## config.mk

```make
export PLATFORM = sky130hd
export DESIGN_NAME = load_store_unit
export DESIGN_NICKNAME = d
export VERILOG_FILES = /design/src/rtl/lsu_pkg.sv /design/src/rtl/lsu_lane.sv /design/src/rtl/load_store_unit.sv
export SDC_FILE = /design/constraint.sdc
export NUM_CORES = 1
export LEC_CHECK = 0
export CORE_ASPECT_RATIO = 0.9
export CORE_MARGIN = 4
export CORE_UTILIZATION = 50
export CTS_CLUSTER_SIZE = 20
export DETAILED_ROUTE_END_ITERATION = 16
export DONT_BUFFER_PORTS = 1
export MAX_ROUTING_LAYER = met4
export PLACE_DENSITY = 0.7
export SYNTH_ARGS = -nofsm -noshare
export SYNTH_HDL_FRONTEND = slang
export SYNTH_SLANG_ARGS = --single-unit
```

## constraint.sdc

```tcl
create_clock -name clk -period 1.9 [get_ports clk]
set_input_delay 0.38 -clock clk [delete_from_list [all_inputs] [get_ports clk]]
set_output_delay 0.38 -clock clk [all_outputs]
set_load 0.03 [all_outputs]
```

## src/rtl/lsu_pkg.sv

```systemverilog
// lsu_pkg: size codes, FSM state encoding and alignment check shared by the load/store unit.
package lsu_pkg;
    localparam logic [1:0] SZ_BYTE = 2'b00;
    localparam logic [1:0] SZ_HALF = 2'b01;
    localparam logic [1:0] SZ_WORD = 2'b10;

    localparam logic [1:0] ST_IDLE  = 2'd0;
    localparam logic [1:0] ST_READ  = 2'd1;
    localparam logic [1:0] ST_WRITE = 2'd2;
    localparam logic [1:0] ST_RESP  = 2'd3;

    function automatic logic is_bad_req(input logic [1:0] size, input logic [1:0] lo);
        return (size == SZ_HALF && lo[0]) || (size == SZ_WORD && lo != 2'b00) || size == 2'b11;
    endfunction
endpackage

```

## src/rtl/lsu_lane.sv

```systemverilog
// lsu_lane: little-endian lane extract/extend for loads and lane merge for sub-word stores.
module lsu_lane
    import lsu_pkg::*;
(
    input  logic [31:0] word,
    input  logic [1:0]  lane,
    input  logic [1:0]  size,
    input  logic        sgn,
    input  logic [31:0] wdata,
    output logic [31:0] load_data,
    output logic [31:0] merged
);
    logic [4:0]  sh;
    logic [31:0] keep;
    logic [31:0] shifted;
    logic [31:0] ext;

    always_comb begin
        sh        = size == SZ_HALF ? {lane[1], 4'b0} : {lane, 3'b0};
        keep      = size == SZ_BYTE ? 32'h0000_00FF : size == SZ_HALF ? 32'h0000_FFFF : 32'hFFFF_FFFF;
        shifted   = word >> sh;
        ext       = size == SZ_BYTE ? {{24{sgn & shifted[7]}}, 8'h0} :
                    size == SZ_HALF ? {{16{sgn & shifted[15]}}, 16'h0} : 32'h0;
        load_data = (shifted & keep) | ext;
        merged    = (word & ~(keep << sh)) | ((wdata << sh) & (keep << sh));
    end
endmodule

```

## src/rtl/load_store_unit.sv

```systemverilog
// load_store_unit: single-outstanding load/store FSM in front of a word-addressed data memory.
// Sub-word stores read-modify-write the containing word.
module load_store_unit
    import lsu_pkg::*;
#(
    parameter int ADDR_W = 32
) (
    input  logic              clk,
    input  logic              rst_n,
    input  logic              req_valid,
    output logic              req_ready,
    input  logic              req_write,
    input  logic [1:0]        req_size,
    input  logic              req_signed,
    input  logic [ADDR_W-1:0] req_addr,
    input  logic [31:0]       req_wdata,
    output logic              resp_valid,
    output logic [31:0]       resp_rdata,
    output logic              resp_err,
    output logic [31:0]       mem_address,
    output logic [31:0]       mem_write_data,
    output logic              memWrite,
    output logic              memRead,
    input  logic [31:0]       mem_read_data
);
    logic [1:0]        state_q, state_d;
    logic [ADDR_W-1:0] addr_q, addr_d;
    logic [1:0]        size_q, size_d;
    logic              signed_q, signed_d;
    logic              write_q, write_d;
    logic              err_q, err_d;
    logic [31:0]       word_q, word_d;
    logic [31:0]       load_data, merged;
    logic              req_err;

    lsu_lane u_lane (
        .word     (mem_read_data),
        .lane     (addr_q[1:0]),
        .size     (size_q),
        .sgn      (signed_q),
        .wdata    (word_q),
        .load_data(load_data),
        .merged   (merged)
    );

    // word_q holds store data until READ, then the merged word (store) or the extended result (load)
    always_comb begin
        state_d  = state_q;
        addr_d   = addr_q;
        size_d   = size_q;
        signed_d = signed_q;
        write_d  = write_q;
        err_d    = err_q;
        word_d   = word_q;
        req_err  = is_bad_req(req_size, req_addr[1:0]);
        if (state_q == ST_IDLE) begin
            if (req_valid) begin
                addr_d   = req_addr;
                size_d   = req_size;
                signed_d = req_signed;
                write_d  = req_write;
                err_d    = req_err;
                word_d   = req_wdata;
                state_d  = req_err ? ST_RESP : (req_write && req_size == SZ_WORD) ? ST_WRITE : ST_READ;
            end
        end else if (state_q == ST_READ) begin
            word_d  = write_q ? merged : load_data;
            state_d = write_q ? ST_WRITE : ST_RESP;
        end else begin
            state_d = state_q == ST_WRITE ? ST_RESP : ST_IDLE;
        end
    end

    always_ff @(posedge clk or negedge rst_n) begin
        if (!rst_n) begin
            state_q  <= ST_IDLE;
            addr_q   <= '0;
            size_q   <= '0;
            signed_q <= 1'b0;
            write_q  <= 1'b0;
            err_q    <= 1'b0;
            word_q   <= '0;
        end else begin
            state_q  <= state_d;
            addr_q   <= addr_d;
            size_q   <= size_d;
            signed_q <= signed_d;
            write_q  <= write_d;
            err_q    <= err_d;
            word_q   <= word_d;
        end
    end

    assign req_ready      = state_q == ST_IDLE;
    assign memRead        = state_q == ST_READ;
    assign memWrite       = state_q == ST_WRITE;
    assign mem_address    = (memRead || memWrite) ? 32'(addr_q >> 2) : 32'h0;
    assign mem_write_data = memWrite ? word_q : 32'h0;
    assign resp_valid     = state_q == ST_RESP;
    assign resp_err       = resp_valid && err_q;
    assign resp_rdata     = (resp_valid && !err_q && !write_q) ? word_q : 32'h0;
endmodule

```

======== After elaboration in Yosys (flattened, before gate mapping) ========
Index checks and enable logic that the tools add are counted.
cells by class
  equality and inequality tests ........... 8
  shift operators ......................... 3
  muxes and demuxes ....................... 19
  bitwise gates (word level) .............. 8
  reduce and logical (&&, ||, !) cells .... 17
operators by type and width
  operator                                                          count
  32-bit 2-to-1 mux                                                 10
  32-bit AND                                                        3
  32-bit OR                                                         2
  32-bit by 5-bit << shifter with 32-bit output                     2
  32-bit NOT                                                        1
  32-bit by 5-bit right shift with 32-bit output                    1
  30-bit 2-to-1 mux                                                 1
  2-bit 2-to-1 mux                                                  6
  2-bit == test (second input constant)                             4
  2-bit by 1-bit == test with 1-bit output (second input constant)  3
  1-bit logical AND                                                 6
  2-bit logical NOT                                                 2
  4-bit 2-to-1 mux                                                  1
  2-bit AND reduction                                               2
  2-bit nonzero test                                                2
  1-bit logical OR                                                  3
  1-bit AND                                                         2
  1-bit logical NOT                                                 2
  2-bit inequality test (second input constant)                     1
  1-bit 2-to-1 mux                                                  1
storage, ports and cells
  flip-flop bits (word level) ............. 71
  input bits .............................. 103
  output and inout port bits .............. 101
  word-level logic and storage cells ...... 62

======== Longest topological paths before layout ========
Gate-level depths: netlist (run 1).
  word-level depth ........................ 10
  mapped depth ............................ 9
  mapped depth without buffers ............ 7

======== Cells and area by module ========
From an unflattened synthesis (run 1), not the netlist that was laid out.
second synthesis, totals
  cell total of the unflattened synthesis .. 641
  area, all modules ....................... 6163.4 sq um
by module, submodules not included
  module           times used  cells an instance  area each (sq um)  sequential area each (sq um)
  load_store_unit  1           423                4558.1             1776.7
  lsu_lane         1           218                1605.3             0.0

======== Worst setup path before layout (run 1) ========
No wires, ideal clock.
  path kind ............................... flip-flop to flip-flop
  start point ............................. reg state_q[1]
  end point ............................... reg addr_q[1]
  library setup time ...................... 0.136 ns
  data arrival time ....................... 1.938 ns
  data required time ...................... 1.764 ns
  slack ................................... -0.174 ns
  cell stages (with the launch flop) ...... 8
  path buffers ............................ 3
  clock period less this slack ............ 2.074 ns
  cell sequence ........................... dfrtp_1 > inv_1 > ha_1 > and2_1 > buf_2 > clkbuf_1 > clkbuf_1 > o21ai_0
on the way
  longest elaborated chain between the ends .. 2
RTL lines
  what                                  line                   source
  start: declaration                    load_store_unit.sv:26  logic [1:0] state_q, state_d;
  start signal: assignment              load_store_unit.sv:84  state_q <= state_d;
  2-bit logical NOT                     n/a
  named net req_ready                   load_store_unit.sv:11  output logic req_ready,
  2-bit AND reduction (no source line)  n/a
  end signal: assignment                load_store_unit.sv:85  addr_q <= addr_d;
  end: declaration                      load_store_unit.sv:27  logic [ADDR_W-1:0] addr_q, addr_d;
The timed path passes the listed nets, and every way through them passes these cells.
A chain may end at the register's enable or synchronous reset.

======== Worst setup path in the final report (run 1) ========
  start point ............................. reg state_q[0]
  end point ............................... out resp_rdata[13]
on the way
  longest elaborated chain between the ends .. 4
RTL lines
  what                             line                    source
  2-bit == test                    load_store_unit.sv:99   assign resp_valid = state_q == ST_RESP;
  1-bit logical AND (2 in series)  load_store_unit.sv:101  assign resp_rdata = (resp_valid && !err_q && !write_q) ? word_q : 32'h0;
  32-bit 2-to-1 mux                load_store_unit.sv:101
  end: declaration                 load_store_unit.sv:18   output logic [31:0] resp_rdata,
No other way between the ends.

==> results of run 1 <==
-- metrics by stage --
step                instance area (sq um)  setup TNS (ns)
floorplan                            5730               0
detailed placement                   6490           -1.01
global route                         7650          -17.87
finish                               7650          -10.64
CTS                                  7110           -6.84
global placement                     6490          -0.252
-- routing by layer --
layer	global-route usage, %	wire (microns)
met5	-	0
met4	12.1	824
met3	6.74	2270
met2	48.7	10300
met1	40.3	8290
-- logic make-up after synthesis --
kind of cell | count (synthesis) | synth area share, %
buffers and inverters | 69 | 5.95
flip-flops | 71 | 31.2
AND/OR/NAND/NOR | 327 | 28.4
other | 1 | 0.0658
adder cells (fa/ha/maj) | 4 | 0.879
multiplexers | 30 | 6.99
AO/OA/AOI/OAI | 194 | 26.5
-- cell type report --
cell class              instances  area (sq um)
multi-input cells             557          3890
fillers                       865          3340
flip-flops and latches         71          1780
repair buffers                129          1420
clock buffers                   9           225
well taps                     152           190
clock inverters                 7           104
inverters                      10          43.8
-- worst max-delay path by stage --
stage	endpoint	slack (ns)	cells after the start
2_1_floorplan	word_q[0]	0.004	8
3_3_place_gp	flip-flop	-0.08	5
3_5_place_dp	flip-flop	-0.15	6
4_1_cts	resp_rdata[1]	-0.18	6
5_1_grt	resp_rdata[8]	-0.28	7
6_report	resp_rdata[13]	-0.23	7
-- synth_stat cells, drive strengths merged, types with 2 or more instances --
library cell  count  area, sq um
nand4             3         18.8
a21o             25          188
clkbuf           30          114
nor2             34          128
ha                4         50.1
a221oi           16          158
and2             97          607
a21oi            28          151
o311ai            7         61.3
nand2b            6         45.0
a21bo             7         70.1
o32ai             2         43.8
o21a              2         15.0
and3              9         56.3
mux2              8         90.1
or2               2         12.5
a211oi            5         47.5
nor3              7         62.6
nor2b             4         25.0
o22ai            13         81.3
a31oi             8         50.1
mux2i            15          150
buf              29          188
a22o              8         70.1
o21ai            32          171
dfrtp            71         1780
o31ai            13         97.6
o2111ai           6         52.6
nand3            12         60.1
mux4              7          158
o41ai             2         36.3
o221ai            8         70.1
clkinv            2         7.51
a2111oi           9          118
nand2           148          563
inv               8         30.0
-- worst reg2reg max path, delay by kind of cell, from the launching register on --
kind / cells / cell delay [ns]
AO/OA/AOI/OAI: 2 / 0.41
adder cells (fa/ha/maj): 1 / 0.19
buffers and inverters: 2 / 0.36
flip-flops: 1 / 0.42
AND/OR/NAND/NOR: 2 / 0.54
-- where the power goes --
| part | total (mW) | internal, mW | switching (mW) |
|---|---|---|---|
| Clock | 1.89 | 1.17 | 0.727 |
| Combinational | 11.3 | 4.96 | 6.37 |
| Sequential | 3.10 | 2.23 | 0.879 |
| Total | 16.3 | 8.35 | 7.98 |
-- timing repair --
item                                    4_1_cts  5_1_grt
resized for setup                            99      113
endpoints found under the setup margin      113      141
hold endpoints to repair                     71       71
setup buffers                                 7        8
pin swaps                                    10        5
gates cloned                                  0        7
==> flow_summary.json, run 1 <==
{
  "crit_family": "buffers and inverters",
  "synth_edf_count": 0,
  "crit_top_cell": "buf_6",
  "timing.final.ws_setup_ns": -0.225,
  "critPathBufInv": 4,
  "p_per_area_mw_per_mm2": 2130,
  "antenna_found_initial": 0,
  "violations": "hold timing, setup timing",
  "ys_warn_count": 0,
  "drive_gt1_share_pct": 36.8,
  "final_util_pct": 69.6,
  "drt_iter0_drc": 687,
  "critical_path.startpoint_type": "flip-flop",
  "die_x_microns": 121,
  "area_delta_synth_final_pct": 34.3,
  "drv_cap": 0,
  "via_count": 6010,
  "nets": 885,
  "p_total_mw": 16.3,
  "die-height_microns": 109,
  "cp.arrival_ns": 1.75,
  "drt-total-wl_microns": 21700,
  "setup.worst_path.end_class": "primary output",
  "max-vdd-ir-drop_uv": 976,
  "pre_cts_ws_ns": -0.149,
  "fin_crit_ns": 2.13,
  "postRouteAntennaNets": 0,
  "clockBufferDepth": 2,
  "r2r_cells": 7,
  "clkTransAtPathRegs_ns": 0.06,
  "via_per_inst": 6.43,
  "grt_max_degree": 72,
  "max_slew.worst_pin.slew_ns": 0.543,
  "numCtsBuffers": 9,
  "required_ns": 1.52,
  "core-area_sq_mm": 0.0110,
  "grt_pass1_wl_microns": 31300,
  "ys_async_sr_fraction_pct": 100,
  "setup.worst_path.start": "state_q[0]",
  "initial_core_util_pct": 51.8,
  "finalNonFillerCells": 935,
  "p_leak_nw": 3.58,
  "run_status": "finished with violations",
  "crit_type": "reg2out",
  "track_usage_pct": 31.3,
  "root_buffer": "clkbuf_16",
  "synth_area_per_cell_sq_um": 8.18,
  "crit_path_top_delay_cell": "dfrtp_1",
  "fin_crit_sh_pct": 112,
  "crit_path_max_fanout": 15,
  "io_buffers": 0,
  "final_common_cell": "nand2_1",
  "rrSetupSlack_ns": -0.07,
  "grt_pass1_vias": 5839,
  "wl_per_cell_microns": 23.2,
  "dieArea_sq_mm": 0.0132,
  "ys.flop_type": "dfrtp_1",
  "syn_area_sq_mm": 0.00570,
  "dp_hpwl_microns": 14500,
  "worstHoldPathType": "in2async",
  "route.detailed.drc": 0,
  "cp_cell_sequence": "buf_6 > ha_4 > nor3b_4 > buf_6 > buf_12 > and2_1 > buf_6",
  "synth_cell_types": 64,
  "netlist_instances": 696,
  "reg2reg_to": "word_q[13]",
  "ys_seq_area_share_pct": 31.2,
  "clock_skew_ns": 0.00731,
  "cts_tree": "done",
  "hold_viol": 71,
  "drt_first_pass_iters": 8,
  "row_count": 36,
  "dp_cells": 897,
  "synth_seq_cells": 71,
  "max_slew_margin_pct": 63.7,
  "reg2reg_from": "state_q[1]",
  "final_cell_mix": "nand2_1 (146), and2_4 (86), buf_6 (75)",
  "antenna_cells": 0,
  "cts_num_sinks": 71,
  "rsz0062_at_grt": "true",
  "clkLatencyLatePin_ns": 0.34,
  "setup_viol": 100,
  "hold_ws_ns": -0.268,
  "grt_overflow": 0,
  "place.gp.congestion": 0.950,
  "ios": 204,
  "slew_violations": 0,
  "cts_max_level": 3,
  "slowest_delay_ns": 0.39,
  "fmax_mhz": 471
}
Power figures use the tool's default switching activity.
==> inputs of run 2 (changes only) <==
--- a/constraint.sdc
+++ b/constraint.sdc
@@ -3,2 +3,2 @@
 set_output_delay 0.38 -clock clk [all_outputs]
-set_load 0.03 [all_outputs]
+set_load 0.01 [all_outputs]
==> flow_summary.json, run 2 (synthesis results as in run 1) <==
{
  "track_usage_pct": 31.1,
  "rsz0062_at_grt": "true",
  "cp.arrival_ns": 1.70,
  "crit_type": "reg2out",
  "p_total_mw": 15.5,
  "crit_path_max_fanout": 8,
  "hold_viol": 71,
  "dp_hpwl_microns": 14500,
  "max_slew.worst_pin.slew_ns": 0.559,
  "clkTransAtPathRegs_ns": 0.05,
  "crit_path_top_delay_cell": "dfrtp_1",
  "final_util_pct": 68.7,
  "required_ns": 1.52,
  "clock_skew_ns": 0.00868,
  "drt_iter0_drc": 657,
  "via_count": 5939,
  "drv_cap": 0,
  "p_per_area_mw_per_mm2": 2060,
  "cp_cell_sequence": "buf_6 > ha_4 > nor3b_4 > buf_6 > buf_8 > and2_4",
  "tns_ns": -5.03,
  "cts_tree": "done",
  "max_slew_margin_pct": 62.6,
  "rrSetupSlack_ns": -0.03,
  "ios": 204,
  "setup.worst_path.end_class": "primary output",
  "nets": 850,
  "wl_per_cell_microns": 24.8,
  "area_delta_synth_final_pct": 32.5,
  "setup_viol": 36,
  "core-area_sq_mm": 0.0110,
  "timing.final.ws_setup_ns": -0.178,
  "drive_gt1_share_pct": 37.3,
  "fmax_mhz": 481,
  "clockBufferDepth": 2,
  "route.detailed.drc": 0,
  "grt_pass1_vias": 5357,
  "postRouteAntennaNets": 0,
  "grt_max_degree": 72,
  "drt-total-wl_microns": 22400,
  "cts_max_level": 3,
  "root_buffer": "clkbuf_16",
  "drt_first_pass_iters": 6,
  "place.gp.congestion": 0.977,
  "worstHoldPathType": "in2async",
  "slowest_delay_ns": 0.37,
  "grt_overflow": 0,
  "initial_core_util_pct": 51.8,
  "final_cell_mix": "nand2_1 (145), and2_4 (82), dfrtp_1 (69)",
  "antenna_found_initial": 0,
  "violations": "hold timing, setup timing",
  "slew_violations": 0,
  "crit_top_cell": "buf_6",
  "dp_cells": 846,
  "max-vdd-ir-drop_uv": 963,
  "fin_crit_ns": 2.08,
  "dieArea_sq_mm": 0.0132,
  "hold_ws_ns": -0.264,
  "grt_pass1_wl_microns": 30600,
  "clkLatencyLatePin_ns": 0.34,
  "finalNonFillerCells": 901,
  "fin_crit_sh_pct": 109,
  "run_status": "finished with violations",
  "die_x_microns": 121,
  "critical_path.startpoint_type": "flip-flop",
  "p_leak_nw": 3.39,
  "die-height_microns": 109,
  "io_buffers": 0,
  "cts_num_sinks": 71,
  "final_common_cell": "nand2_1",
  "row_count": 36,
  "via_per_inst": 6.59,
  "numCtsBuffers": 9
}
## run 2: cell count changes in the layout (fill, tap and decap cells not counted), sizes merged
cell / previous run / this run
clkinv: 2 / 1
bufinv: 2 / 1
clkbuf: 13 / 20
clkinvlp: 3 / 2
inv: 10 / 8
buf: 125 / 85
a21oi: 28 / 29
diode: 0 / 1
o32ai: 2 / 4
## run 2: final timing paths
kind                                  start  depth (start not counted)                    endpoint
worst max-delay path             state_q[1]                          6              resp_rdata[14]
worst min-delay path                  rst_n                          0                  addr_q[29]
worst max register to register    size_q[1]                          8                  word_q[15]
worst min register to register    addr_q[8]                          2                   addr_q[8]
max in group asynchronous             rst_n                          0  asynchronous set/reset pin
min in group clk                req_addr[2]                          2                   addr_q[2]
## run 2: critical path: cells and delay by family, from the launching register on
family	cells	cell delay, ns
adders and majority gates	1	0.16
buffers and inverters	3	0.43
DFF	1	0.37
and+or+nand+nor	2	0.41
## run 2: metrics by stage
stage,setup WS [ns],cell area (sq um)
after floorplan,0.00357,5700
after global placement,-0.0597,6080
after detailed placement,-0.175,6080
after CTS,-0.134,6630
after global routing,-0.234,7540
final,-0.178,7550
## run 2: report_power, final
| group | leakage [nW] | switching [mW] | internal (mW) |
|---|---|---|---|
| sequential | 0.888 | 0.847 | 2.23 |
| clock | 0.147 | 0.655 | 1.09 |
| combinational | 2.35 | 5.73 | 4.97 |
## run 2: repair_timing
item	4_1_cts	5_1_grt
hold endpoints to repair	71	71
setup endpoints to repair	88	127
setup buffers	5	25
resized for setup	59	141
gates cloned	3	8
pin swaps	3	27
## run 2: cell type report
class                      instances  area, sq um
clock inverter                     2         38.8
multi-input combinational        560         4200
tap                              152          190
sequential                        71         1780
inverter                          10         45.0
fill                             883         3440
antenna                            1         2.50
timing repair buffer              91         1020
clock buffer                      14          264
## run 2: metal layers
layer / wire length (microns) / vias to the layer above / global-route usage (%)
met5: 0 / - / -
met4: 730 / 0 / 8.58
met3: 2450 / 82 / 9.85
met2: 10500 / 429 / 47.9
met1: 8710 / 2838 / 40.0
li1: - / 2590 / -
==> inputs of run 3 (changes only) <==
Settings changed: SYNTH_HIERARCHICAL set to 1.
==> flow_summary.json, run 3 <==
{
  "antenna_cells": 0,
  "final_cell_mix": "buf_4 (74), dfrtp_1 (69), and2_4 (66)",
  "netlist_instances": 641,
  "clockBufferDepth": 2,
  "ys_warn_count": 6,
  "dieArea_sq_mm": 0.0142,
  "via_count": 5353,
  "drt-total-wl_microns": 20900,
  "hold_viol": 71,
  "ios": 204,
  "grt_overflow": 0,
  "setup.worst_path.end_class": "flip-flop",
  "cts_tree": "done",
  "crit_type": "reg2reg",
  "p_total_mw": 17.2,
  "drv_cap": 0,
  "final_util_pct": 64.1,
  "p_per_area_mw_per_mm2": 2220,
  "fin_crit_sh_pct": 110,
  "cts_num_sinks": 71,
  "rrSetupSlack_ns": -0.18,
  "setup.worst_path.start": "size_q[1]",
  "synth_seq_cells": 71,
  "max-vdd-ir-drop_uv": 901,
  "cts_max_level": 3,
  "ys_async_sr_fraction_pct": 100,
  "final_common_cell": "buf_4",
  "dpl_cell_area_sq_mm": 0.00673,
  "setup_viol": 88,
  "fin_crit_ns": 2.08,
  "violations": "hold timing, setup timing",
  "synth_cell_types": 47,
  "run_status": "finished with violations",
  "clkLatencyLatePin_ns": 0.35,
  "r2r_cells": 9,
  "synth_common_cells": "and2_1 (96), dfrtp_1 (71), mux2_2 (63)",
  "track_usage_pct": 28.6,
  "tns_ns": -6.99,
  "reg2reg_to": "word_q[21]",
  "synth.top_cell.area_share_pct": 28.8,
  "worstHoldPathType": "in2async",
  "yosysMostFrequentCell": "and2_1",
  "synth_area_leaders": "dfrtp_1 (29%), mux2_2 (12%), and2_1 (9.7%)",
  "wl_per_cell_microns": 24.3,
  "fin_area_sq_mm": 0.00774,
  "drt_first_pass_iters": 5,
  "route.detailed.drc": 0,
  "fmax_mhz": 480,
  "die_x_microns": 125,
  "postRouteAntennaNets": 0,
  "initial_core_util_pct": 51.0,
  "crit_path_max_fanout": 8,
  "finalNonFillerCells": 859,
  "required_ns": 2.14,
  "io_buffers": 0,
  "ys_seq_area_share_pct": 28.8,
  "place.gp.congestion": 0.932,
  "dp_hpwl_microns": 14100,
  "die-height_microns": 113,
  "root_buffer": "clkbuf_16",
  "slew_violations": 0,
  "grt_max_degree": 72,
  "nets": 801,
  "cp.arrival_ns": 2.32,
  "clkTransAtPathRegs_ns": 0.06,
  "synth_area_per_cell_sq_um": 9.62,
  "timing.final.ws_setup_ns": -0.185,
  "multi_input_area_sq_mm": 0.00438,
  "reg2reg_from": "size_q[1]",
  "syn_area_sq_mm": 0.00616,
  "largestRegisters": "addr_q: 32 flops, word_q: 32 flops",
  "row_count": 38,
  "clock_skew_ns": 0.00496,
  "seq_area_sq_mm": 0.00178,
  "drt_iter0_drc": 469,
  "grt_pass1_vias": 4985,
  "numCtsBuffers": 9,
  "synth_top_area_cell": "dfrtp_1",
  "core-area_sq_mm": 0.0121,
  "fillers": 965,
  "dp_cells": 822,
  "grt_pass1_wl_microns": 30400,
  "hold_ws_ns": -0.276,
  "rsz0062_at_grt": "true",
  "endpoint": "word_q[21]",
  "critical_path.startpoint_type": "flip-flop",
  "area_delta_synth_final_pct": 25.6,
  "drive_gt1_share_pct": 46.4,
  "pre_cts_ws_ns": -0.202,
  "antenna_found_initial": 0,
  "ys.flop_type": "dfrtp_1",
  "via_per_inst": 6.23,
  "p_leak_nw": 3.62,
  "synth_edf_count": 0
}
==> run 3: final cells by class <==
type	count	share of cell area, %
repair buffers	102	13.9
clock inverters	7	0.792
clock buffers	9	2.91
well taps	160	2.59
inverters	5	0.275
flip-flops and latches	71	23.0
multi-input cells	505	56.5
==> run 3: timing repair <==
item / CTS / global route
hold endpoints to repair: 71 / 71
gates cloned: 3 / 3
pin swaps: 34 / 27
setup endpoints to repair: 94 / 126
setup buffers: 9 / 6
resized for setup: 62 / 71
==> run 3: layer usage <==
metal  global-route usage (%)  share of wire, %
met4                     7.23               1.4
met3                     6.42               8.6
met2                     39.3                44
met1                     42.3                46
met5                        -                 0
==> run 3: worst min path at each step <==
stage          startpoint  depth (start not counted)  slack, ns         end
3_5_place_dp        rst_n                          0       0.09  addr_q[26]
2_1_floorplan       rst_n                          0       0.08   addr_q[0]
6_report            rst_n                          0      -0.28  addr_q[26]
3_3_place_gp        rst_n                          0       0.09  addr_q[26]
4_1_cts             rst_n                          0      -0.28  word_q[10]
5_1_grt             rst_n                          0      -0.29  addr_q[26]
==> run 3: logic make-up (layout without fill, tap and decap cells) <==
| logic type | Yosys count | in the layout | synth area share, % |
|---|---|---|---|
| flops | 71 | 71 | 28.8 |
| simple gates | 200 | 200 | 18.1 |
| buf+inv | 66 | 123 | 6.64 |
| fa+ha+maj | 4 | 4 | 0.812 |
| other cells | 1 | 2 | 0.0608 |
| compound gates | 150 | 150 | 16.9 |
| mux | 149 | 149 | 28.7 |
==> run 3: power breakdown <==
group | switching [mW] | internal, mW | total [mW]
Combinational | 6.04 | 6.45 | 12.5
Clock | 0.779 | 0.910 | 1.69
Sequential | 0.689 | 2.33 | 3.02
==> run 3: worst max-delay path, cell delays in order (launching register included) <==
cell,delay (ns)
dfrtp_1,0.37
nand2b_4,0.18
buf_12,0.15
a221o_1,0.34
nand4_4,0.12
buf_12,0.15
o211ai_1,0.09
mux2i_1,0.29
a211oi_1,0.13
a21o_1,0.16
